### src/rtl/shift_sequencer_pkg.sv
// ---------------------------------------------------------------------------
// shift_sequencer_pkg
// Shared encodings for the shift sequencer and its shift-register partner:
//   - SEL_*  : select codes driven to the ShiftRegister
//   - MODE_* : fill/shift mode codes sampled from MODE
//   - state_e: sequencer FSM state encoding
// ---------------------------------------------------------------------------
package shift_sequencer_pkg;

  // ShiftRegister select codes
  localparam logic [1:0] SEL_HOLD  = 2'b00;
  localparam logic [1:0] SEL_LOAD  = 2'b01;
  localparam logic [1:0] SEL_LEFT  = 2'b10;  // Iright enters bit 0
  localparam logic [1:0] SEL_RIGHT = 2'b11;  // Ileft enters bit N-1

  // Operation modes
  localparam logic [1:0] MODE_FILL0  = 2'b00;
  localparam logic [1:0] MODE_FILL1  = 2'b01;
  localparam logic [1:0] MODE_ROTATE = 2'b10;
  localparam logic [1:0] MODE_ARITH  = 2'b11;

  // Shift direction
  localparam logic DIR_LEFT  = 1'b0;
  localparam logic DIR_RIGHT = 1'b1;

  // Sequencer states
  typedef enum logic [1:0] {
    IDLE   = 2'b00,
    LOAD   = 2'b01,
    SHIFT  = 2'b10,
    FINISH = 2'b11
  } state_e;

endpackage

### src/rtl/shift_sequencer_counter.sv
// ---------------------------------------------------------------------------
// shift_counter
// Down-counter holding the remaining shift count of the current operation.
// Ports:
//   CLK, RST    : clock and synchronous active-high reset (count -> 0)
//   load        : load load_value into the counter (has priority over dec)
//   load_value  : count to load
//   dec         : decrement by one (saturates at zero)
//   count       : current count
//   tc          : terminal-count flag, high when count == 1 (last shift)
// ---------------------------------------------------------------------------
module shift_counter #(
  parameter int CW = 4
) (
  input  logic          CLK,
  input  logic          RST,
  input  logic          load,
  input  logic [CW-1:0] load_value,
  input  logic          dec,
  output logic [CW-1:0] count,
  output logic          tc
);

  logic [CW-1:0] count_reg;
  logic [CW-1:0] count_next;

  always_comb begin
    count_next = count_reg;
    if (load) begin
      count_next = load_value;
    end else if (dec && (count_reg != '0)) begin
      count_next = count_reg - CW'(1);
    end
  end

  always_ff @(posedge CLK) begin
    if (RST) begin
      count_reg <= '0;
    end else begin
      count_reg <= count_next;
    end
  end

  assign count = count_reg;
  // The cycle in which count is 1 is the final shift cycle.
  assign tc    = (count_reg == CW'(1));

endmodule

### src/rtl/shift_sequencer.sv
// ---------------------------------------------------------------------------
// shift_sequencer
// Drives an external ShiftRegister through one load followed by a clamped
// number of single-bit shifts, supplying the serial fill bits from the
// latched mode and the register's current contents.
// Ports:
//   CLK, RST  : clock and synchronous active-high reset
//   START     : one-cycle request, honoured only in IDLE
//   DIR       : 0 = shift left (toward MSB), 1 = shift right
//   MODE      : 00 fill-0, 01 fill-1, 10 rotate, 11 arithmetic
//   AMOUNT    : requested shift count (clamped to N)
//   PDATA     : parallel word loaded into the register
//   REG_Q     : current register contents (fill feedback)
//   SEL       : register command (hold/load/left/right)
//   DATA_IN   : load word (latched PDATA)
//   Ileft     : serial bit entering bit N-1 on a right shift
//   Iright    : serial bit entering bit 0 on a left shift
//   BUSY      : high while an operation is in progress
//   DONE      : one-cycle completion pulse
// ---------------------------------------------------------------------------
module shift_sequencer
  import shift_sequencer_pkg::*;
#(
  parameter int N  = 8,
  parameter int CW = $clog2(N) + 1
) (
  input  logic          CLK,
  input  logic          RST,
  input  logic          START,
  input  logic          DIR,
  input  logic [1:0]    MODE,
  input  logic [CW-1:0] AMOUNT,
  input  logic [N-1:0]  PDATA,
  input  logic [N-1:0]  REG_Q,
  output logic [1:0]    SEL,
  output logic [N-1:0]  DATA_IN,
  output logic          Ileft,
  output logic          Iright,
  output logic          BUSY,
  output logic          DONE
);

  state_e        state_reg;
  state_e        state_next;
  logic          dir_reg;
  logic [1:0]    mode_reg;
  logic [N-1:0]  pdata_reg;

  logic          latch;
  logic          cnt_load;
  logic          cnt_dec;
  logic [CW-1:0] count;
  logic          tc;
  logic [CW-1:0] amount_clamped;

  // Only the end bits of REG_Q feed the fill logic.
  logic          unused_reg_q;
  assign unused_reg_q = ^REG_Q;

  assign amount_clamped = (AMOUNT > CW'(N)) ? CW'(N) : AMOUNT;

  shift_counter #(
    .CW(CW)
  ) u_counter (
    .CLK       (CLK),
    .RST       (RST),
    .load      (cnt_load),
    .load_value(amount_clamped),
    .dec       (cnt_dec),
    .count     (count),
    .tc        (tc)
  );

  // State and operation registers
  always_ff @(posedge CLK) begin
    if (RST) begin
      state_reg <= IDLE;
      dir_reg   <= 1'b0;
      mode_reg  <= MODE_FILL0;
      pdata_reg <= '0;
    end else begin
      state_reg <= state_next;
      if (latch) begin
        dir_reg   <= DIR;
        mode_reg  <= MODE;
        pdata_reg <= PDATA;
      end
    end
  end

  // Next-state logic; START outside IDLE is dropped, never queued.
  always_comb begin
    state_next = state_reg;
    latch      = 1'b0;
    cnt_load   = 1'b0;
    cnt_dec    = 1'b0;
    unique case (state_reg)
      IDLE: begin
        if (START) begin
          state_next = LOAD;
          latch      = 1'b1;
          cnt_load   = 1'b1;
        end
      end
      LOAD: begin
        state_next = (count != '0) ? SHIFT : FINISH;
      end
      SHIFT: begin
        cnt_dec = 1'b1;
        if (tc) begin
          state_next = FINISH;
        end
      end
      FINISH: begin
        state_next = IDLE;
      end
      default: begin
        state_next = IDLE;
      end
    endcase
  end

  // Register command and status outputs
  always_comb begin
    SEL  = SEL_HOLD;
    BUSY = 1'b1;
    DONE = 1'b0;
    unique case (state_reg)
      IDLE:    BUSY = 1'b0;
      LOAD:    SEL  = SEL_LOAD;
      SHIFT:   SEL  = (dir_reg == DIR_RIGHT) ? SEL_RIGHT : SEL_LEFT;
      FINISH:  DONE = 1'b1;
      default: BUSY = 1'b0;
    endcase
  end

  // Serial fill bits. Only the input consumed by the current shift
  // direction is driven; the other stays 0, and both are 0 when not shifting.
  always_comb begin
    Ileft  = 1'b0;
    Iright = 1'b0;
    if (SEL == SEL_LEFT) begin
      unique case (mode_reg)
        MODE_FILL0:  Iright = 1'b0;
        MODE_FILL1:  Iright = 1'b1;
        MODE_ROTATE: Iright = REG_Q[N-1];
        MODE_ARITH:  Iright = 1'b0;  // arithmetic left shifts in zeros
        default:     Iright = 1'b0;
      endcase
    end else if (SEL == SEL_RIGHT) begin
      unique case (mode_reg)
        MODE_FILL0:  Ileft = 1'b0;
        MODE_FILL1:  Ileft = 1'b1;
        MODE_ROTATE: Ileft = REG_Q[0];
        MODE_ARITH:  Ileft = REG_Q[N-1];  // sign extension
        default:     Ileft = 1'b0;
      endcase
    end
  end

  assign DATA_IN = pdata_reg;

endmodule

### config.mk
export PLATFORM = sky130hd
export DESIGN_NAME = shift_sequencer
export DESIGN_NICKNAME = d
export VERILOG_FILES = /design/src/rtl/shift_sequencer_pkg.sv /design/src/rtl/shift_sequencer_counter.sv /design/src/rtl/shift_sequencer.sv
export SDC_FILE = /design/constraint.sdc
export NUM_CORES = 1
export LEC_CHECK = 0
export CAP_MARGIN = 20
export CORE_UTILIZATION = 60
export DETAILED_ROUTE_END_ITERATION = 10
export DONT_BUFFER_PORTS = 1
export PLACE_DENSITY_LB_ADDON = 0.25
export SETUP_SLACK_MARGIN = 0.5
export SYNTH_ARGS = -nofsm -noshare
export SYNTH_HDL_FRONTEND = slang
export SYNTH_SLANG_ARGS = --single-unit
### constraint.sdc
create_clock -name CLK -period 3.49 [get_ports CLK]
set_input_delay 0.8725 -clock CLK [delete_from_list [all_inputs] [get_ports CLK]]
set_output_delay 0.8725 -clock CLK [all_outputs]
set_load 0.1 [all_outputs]
Yosys cells after proc, flatten, opt, wreduce, memory -nomap -nowiden

Index checks and enable logic that the tools add are counted.
W data, S select, Z words.

Flip-flop bits (word level): 17
Input port bits: 26
Output and inout port bits: 14
Logic and storage cells: 44

$add $sub $neg: 1
Magnitude comparators: 1
Equal/unequal tests: 11
Mux-type cells: 19
Reduce and logical (&&, ||, !) cells: 7

Operator list:

| kind                  | count |
|---|---|
| $eq A2 B2 Y1 const B  | 6 |
| $mux W4               | 3 |
| $mux W1               | 10 |
| $pmux W2 S4           | 1 |
| $eq A2 B1 Y1 const B  | 2 |
| $eq A4 B1 Y1 const B  | 1 |
| $gt A4 B4 Y1 const B  | 1 |
| $logic_not A2 Y1      | 2 |
| $mux W2               | 2 |
| $ne A2 B2 Y1 const B  | 2 |
| $pmux W1 S4           | 1 |
| $pmux W2 S2           | 1 |
| $reduce_bool A4 Y1    | 1 |
| $sub A4 B1 Y4 const B | 1 |
| $pmux W1 S3           | 1 |
| $reduce_and A2 Y1     | 1 |
| $reduce_bool A2 Y1    | 1 |
| $reduce_or A2 Y1      | 1 |
| $logic_and A1 B1 Y1   | 1 |

Depth between registers and ports, before layout

Depth after elaboration: 5
Depth in mapped cells: 7
Depth with buffers taken out: 6

Modules after synthesis

From an unflattened synthesis, not the netlist that was laid out.

Cell total of the unflattened synthesis: 120
Area, all modules: 968.4 sq um

By module, submodules not included:

| module          | instances | cells each | area each (sq um) | sequential area each (sq um) |
|---|---|---|---|---|
| shift_sequencer | 1         | 87         | 681.9             | 260.2 |
| shift_counter   | 1         | 33         | 286.5             | 80.1 |

Worst setup path before layout

No wires, ideal clock.

Kind: register -> output
Start: register state_reg[0]
End: output Iright
Arrival time: 3.993 ns
Required time: 2.618 ns
Slack: -1.375 ns
Stages on the path, launching flop included: 6
Path buffers: 0
Cell sequence: dfxtp_1 -> inv_1 -> ha_1 -> a21oi_1 -> nor2b_1 -> nor3_1

Longest elaborated chain between the ends: 4
Elaborated cells between the ends (all ways): 5
Classes of those cells: 3 x eq/ne; 2 x mux

RTL lines:

| element                                      | RTL line               | source |
|---|---|---|
| from (decl)                                  | shift_sequencer.sv:43  | `state_e state_reg;` |
| from (signal assigned)                       | shift_sequencer.sv:82  | `state_reg <= state_next;` |
| $eq A2 B2 Y1 or $eq A2 B1 Y1 (tied branches) | shift_sequencer.sv:128 | `unique case (state_reg)` |
| $pmux W2 S2 *                                | shift_sequencer.sv:128 |  |
| via SEL[1]                                   | shift_sequencer.sv:35  | `output logic [1:0] SEL,` |
| $eq A2 B2 Y1 *                               | shift_sequencer.sv:142 | `if (SEL == SEL_LEFT) begin` |
| $mux W1 *                                    | shift_sequencer.sv:142 |  |
| to (decl)                                    | shift_sequencer.sv:38  | `output logic Iright,` |

Mark *: on every way through the listed nets, which the timed path passes. The rest lies on a longest branch.

Final worst setup path

Start: register state_reg[0]
End: output Ileft

Longest elaborated chain between the ends: 5
Elaborated cells between the ends (all ways): 7
Classes of those cells: 4 x eq/ne; 3 x mux

RTL lines:

| element                                      | RTL line               | source |
|---|---|---|
| $eq A2 B2 Y1 or $eq A2 B1 Y1 (tied branches) | shift_sequencer.sv:128 |  |
| $pmux W2 S2 *                                | shift_sequencer.sv:128 |  |
| via SEL[1]                                   | shift_sequencer.sv:35  |  |
| $eq A2 B2 Y1                                 | shift_sequencer.sv:150 | `end else if (SEL == SEL_RIGHT) begin` |
| $mux W1                                      | shift_sequencer.sv:150 |  |
| $mux W1 *                                    | shift_sequencer.sv:142 |  |
| to (decl)                                    | shift_sequencer.sv:37  | `output logic Ileft,` |

Marked as above.

==> flow_summary.json <==
{
  "status": "finished clean",
  "yosysMostFrequentCell": "nand2_1",
  "dpl_cell_area_sq_um": 936,
  "endpoint": "Ileft",
  "track_usage_pct": 23.0,
  "cp-start-kind": "register",
  "synth_edf_count": 0,
  "cp_num_buf_inv": 1,
  "critical_path_peak_fanout": 8,
  "peakVddDrop_mv": 0.573,
  "clockPowerShare_pct": 10.1,
  "drc": 0,
  "p_per_area_nw_per_um2": 1050,
  "dp_slack_ps": 968,
  "worstMarginPinSlew_ps": 980,
  "slew_violations": 0,
  "stdcell_area_sq_um": 962,
  "htree_levels": 1,
  "crit_type": "reg -> out",
  "cts_buffers": 3,
  "syn-num-nets": 146,
  "clock-skew-final_ps": 4.40,
  "fin_nets": 148,
  "vias": 742,
  "fin_crit_sh_pct": 81.1,
  "synth_top_cell_by_area": "dfxtp_1",
  "critPathCaptureType": "primary output",
  "p_comb_share_pct": 49.4,
  "cts_resized": 0,
  "ff2ff_setup_slack_ps": 1220,
  "yosysSeqAreaShare_pct": 38.2,
  "n_antenna_cell": 0,
  "netlist_area_sq_um": 891,
  "slew_headroom_pct": 34.6,
  "synth_top_area_share_pct": 38.2,
  "firstDrtPassIters": 3,
  "p_int_uw": 431,
  "setup_viol": 0,
  "place_congestion": 0.732,
  "fin_crit_ps": 2830,
  "r2r_cells": 5,
  "clk_latency_ps": 280,
  "ctsRootBufferMaster": "clkbuf_4",
  "die_w_microns": 40.5,
  "avgViaCountPerCell": 5.84,
  "p_seq_share_pct": 40.5,
  "hold_viol_final": 0,
  "core_area_sq_um": 1330,
  "grt_max_degree": 19,
  "initial_core_util_pct": 66.8,
  "wire_per_inst_microns": 13.2,
  "cp.arrival_ps": 1960,
  "cp.depth": 5,
  "postCtsSetupBuffers": 0,
  "setup_ws_ps": 661,
  "drv_cap": 0,
  "drt_iter0_drc": 8,
  "pin_count": 40,
  "clk_pin_slew_worst_paths_ps": 90,
  "layout-drive-gt1-share_pct": 10.7,
  "grt_pass1_wl_microns": 2510,
  "synth_cells": 111,
  "power.leakage_uw": 0.000375,
  "antenna_found_initial": 0,
  "async_flop_share_pct": 0,
  "portBuffers": 0,
  "largest_register_ffs": 8,
  "crit_slowest_cell": "ha_4",
  "die-height_microns": 40.5,
  "clock_sinks": 17,
  "hp-class": "reg -> reg",
  "hp-start": "dir_reg$_SDFFE_PP0P_",
  "switching_power_uw": 579,
  "cts_tree": "done",
  "cp_cell_sequence": "inv_1, ha_4, a21oi_1, nor2b_4, and3_4",
  "synth.avg_cell_area_sq_um": 8.03,
  "startpoint": "state_reg[0]$_SDFFE_PP0P_",
  "synth_area_leaders": "dfxtp_1 (38%), ha_1 (13%), nand2_1 (9.7%)",
  "worstPathRequired_ps": 2620,
  "worstReg2RegStart": "state_reg[1]$_SDFFE_PP0P_",
  "synth_seq_cells": 17,
  "ys_types": 29,
  "yosysWarnings": 0,
  "die_area_sq_um": 1640,
  "rsz0062_at_grt": "no",
  "area_growth_pct": 8.01,
  "setup_tns_ps": 0,
  "dp.final_hpwl_microns": 1290,
  "worst_path_dominant_cell_family": "simple AND/OR/NAND/NOR gates",
  "cts-hold-fix-buffers": 0,
  "drtAntennaViolNets": 0,
  "fmax_ghz": 0.354,
  "routed_wl_microns": 1680,
  "cpPeakStageDelay_ps": 410,
  "grt_pass1_vias": 678,
  "r2r-end": "state_reg[0]$_SDFFE_PP0P_",
  "synth_common_cells": "nand2_1 (23), a21oi_1 (17), dfxtp_1 (17)",
  "clockBufferDepth": 2,
  "ys.flop_type": "dfxtp_1",
  "grt-ovfl-total": 0,
  "num_rows": 13,
  "swShare_pct": 57.4
}
kinds of logic after synthesis:
logic type      share of synthesized area (%)
mux                                      2.39
xor+xnor                                0.983
fa+ha+maj                                12.6
flops                                    38.2
compound gates                           19.0
simple gates                             20.8
buf+inv                                  6.04
power by group through the flow:
| stage | Clock, uW | Sequential [uW] | Combinational, uW |
|---|---|---|---|
| after floorplan | 0 | 404 | 446 |
| after global placement | 0 | 411 | 483 |
| after detailed placement | 0 | 414 | 498 |
| after CTS | 103 | 410 | 501 |
| after global routing | 111 | 417 | 544 |
| final | 102 | 410 | 499 |
routing by layer:
layer	global-route usage [%]	share of wire (%)
met1	22.5	43
met2	44.0	51
met3	5.00	6.1
met4	11.7	0.42
met5	0	0
layout make-up:
cell class	count	area, sq um
clock buffer	4	26.3
inverter	8	30.0
tap	15	18.8
sequential	17	340
fill	108	372
multi-input combinational	81	532
timing repair buffer	2	15.0
worst min-delay path by stage:
stage                      endpoint  slack, ps  cells after the start
2_1_floorplan  dir_reg$_SDFFE_PP0P_        440                      2
6_report       dir_reg$_SDFFE_PP0P_        480                      2
4_1_cts        dir_reg$_SDFFE_PP0P_        480                      2
3_3_place_gp   dir_reg$_SDFFE_PP0P_        440                      2
5_1_grt        dir_reg$_SDFFE_PP0P_        500                      2
3_5_place_dp   dir_reg$_SDFFE_PP0P_        470                      2
stage by stage:
stage	utilization, %	hold WS [ps]	power (uW)	instances
after global placement	70.2	440	893	123
after global routing	72.1	502	1070	127
after CTS	72.1	481	1010	127
after detailed placement	70.2	468	912	123
after floorplan	-	437	849	111
final	72.1	480	1010	127
tightest hold or removal path, cell delays in order (launching register included):
cell and delay [ps]:
dfxtp_1 330, nand2_1 50, a21oi_1 60
placed cells by master, fill, tap and decap left out, types with 2 or more instances in the layout:
cell type,instances
nand2_1,23
dfxtp_1,17
a21oi_1,17
inv_1,8
ha_1,8
nor2_1,7
nand3_1,3
clkbuf_4,3
nor3_1,2
o21ai_0,2
buf_4,2
Note: power is estimated with default switching activity, not from simulation.
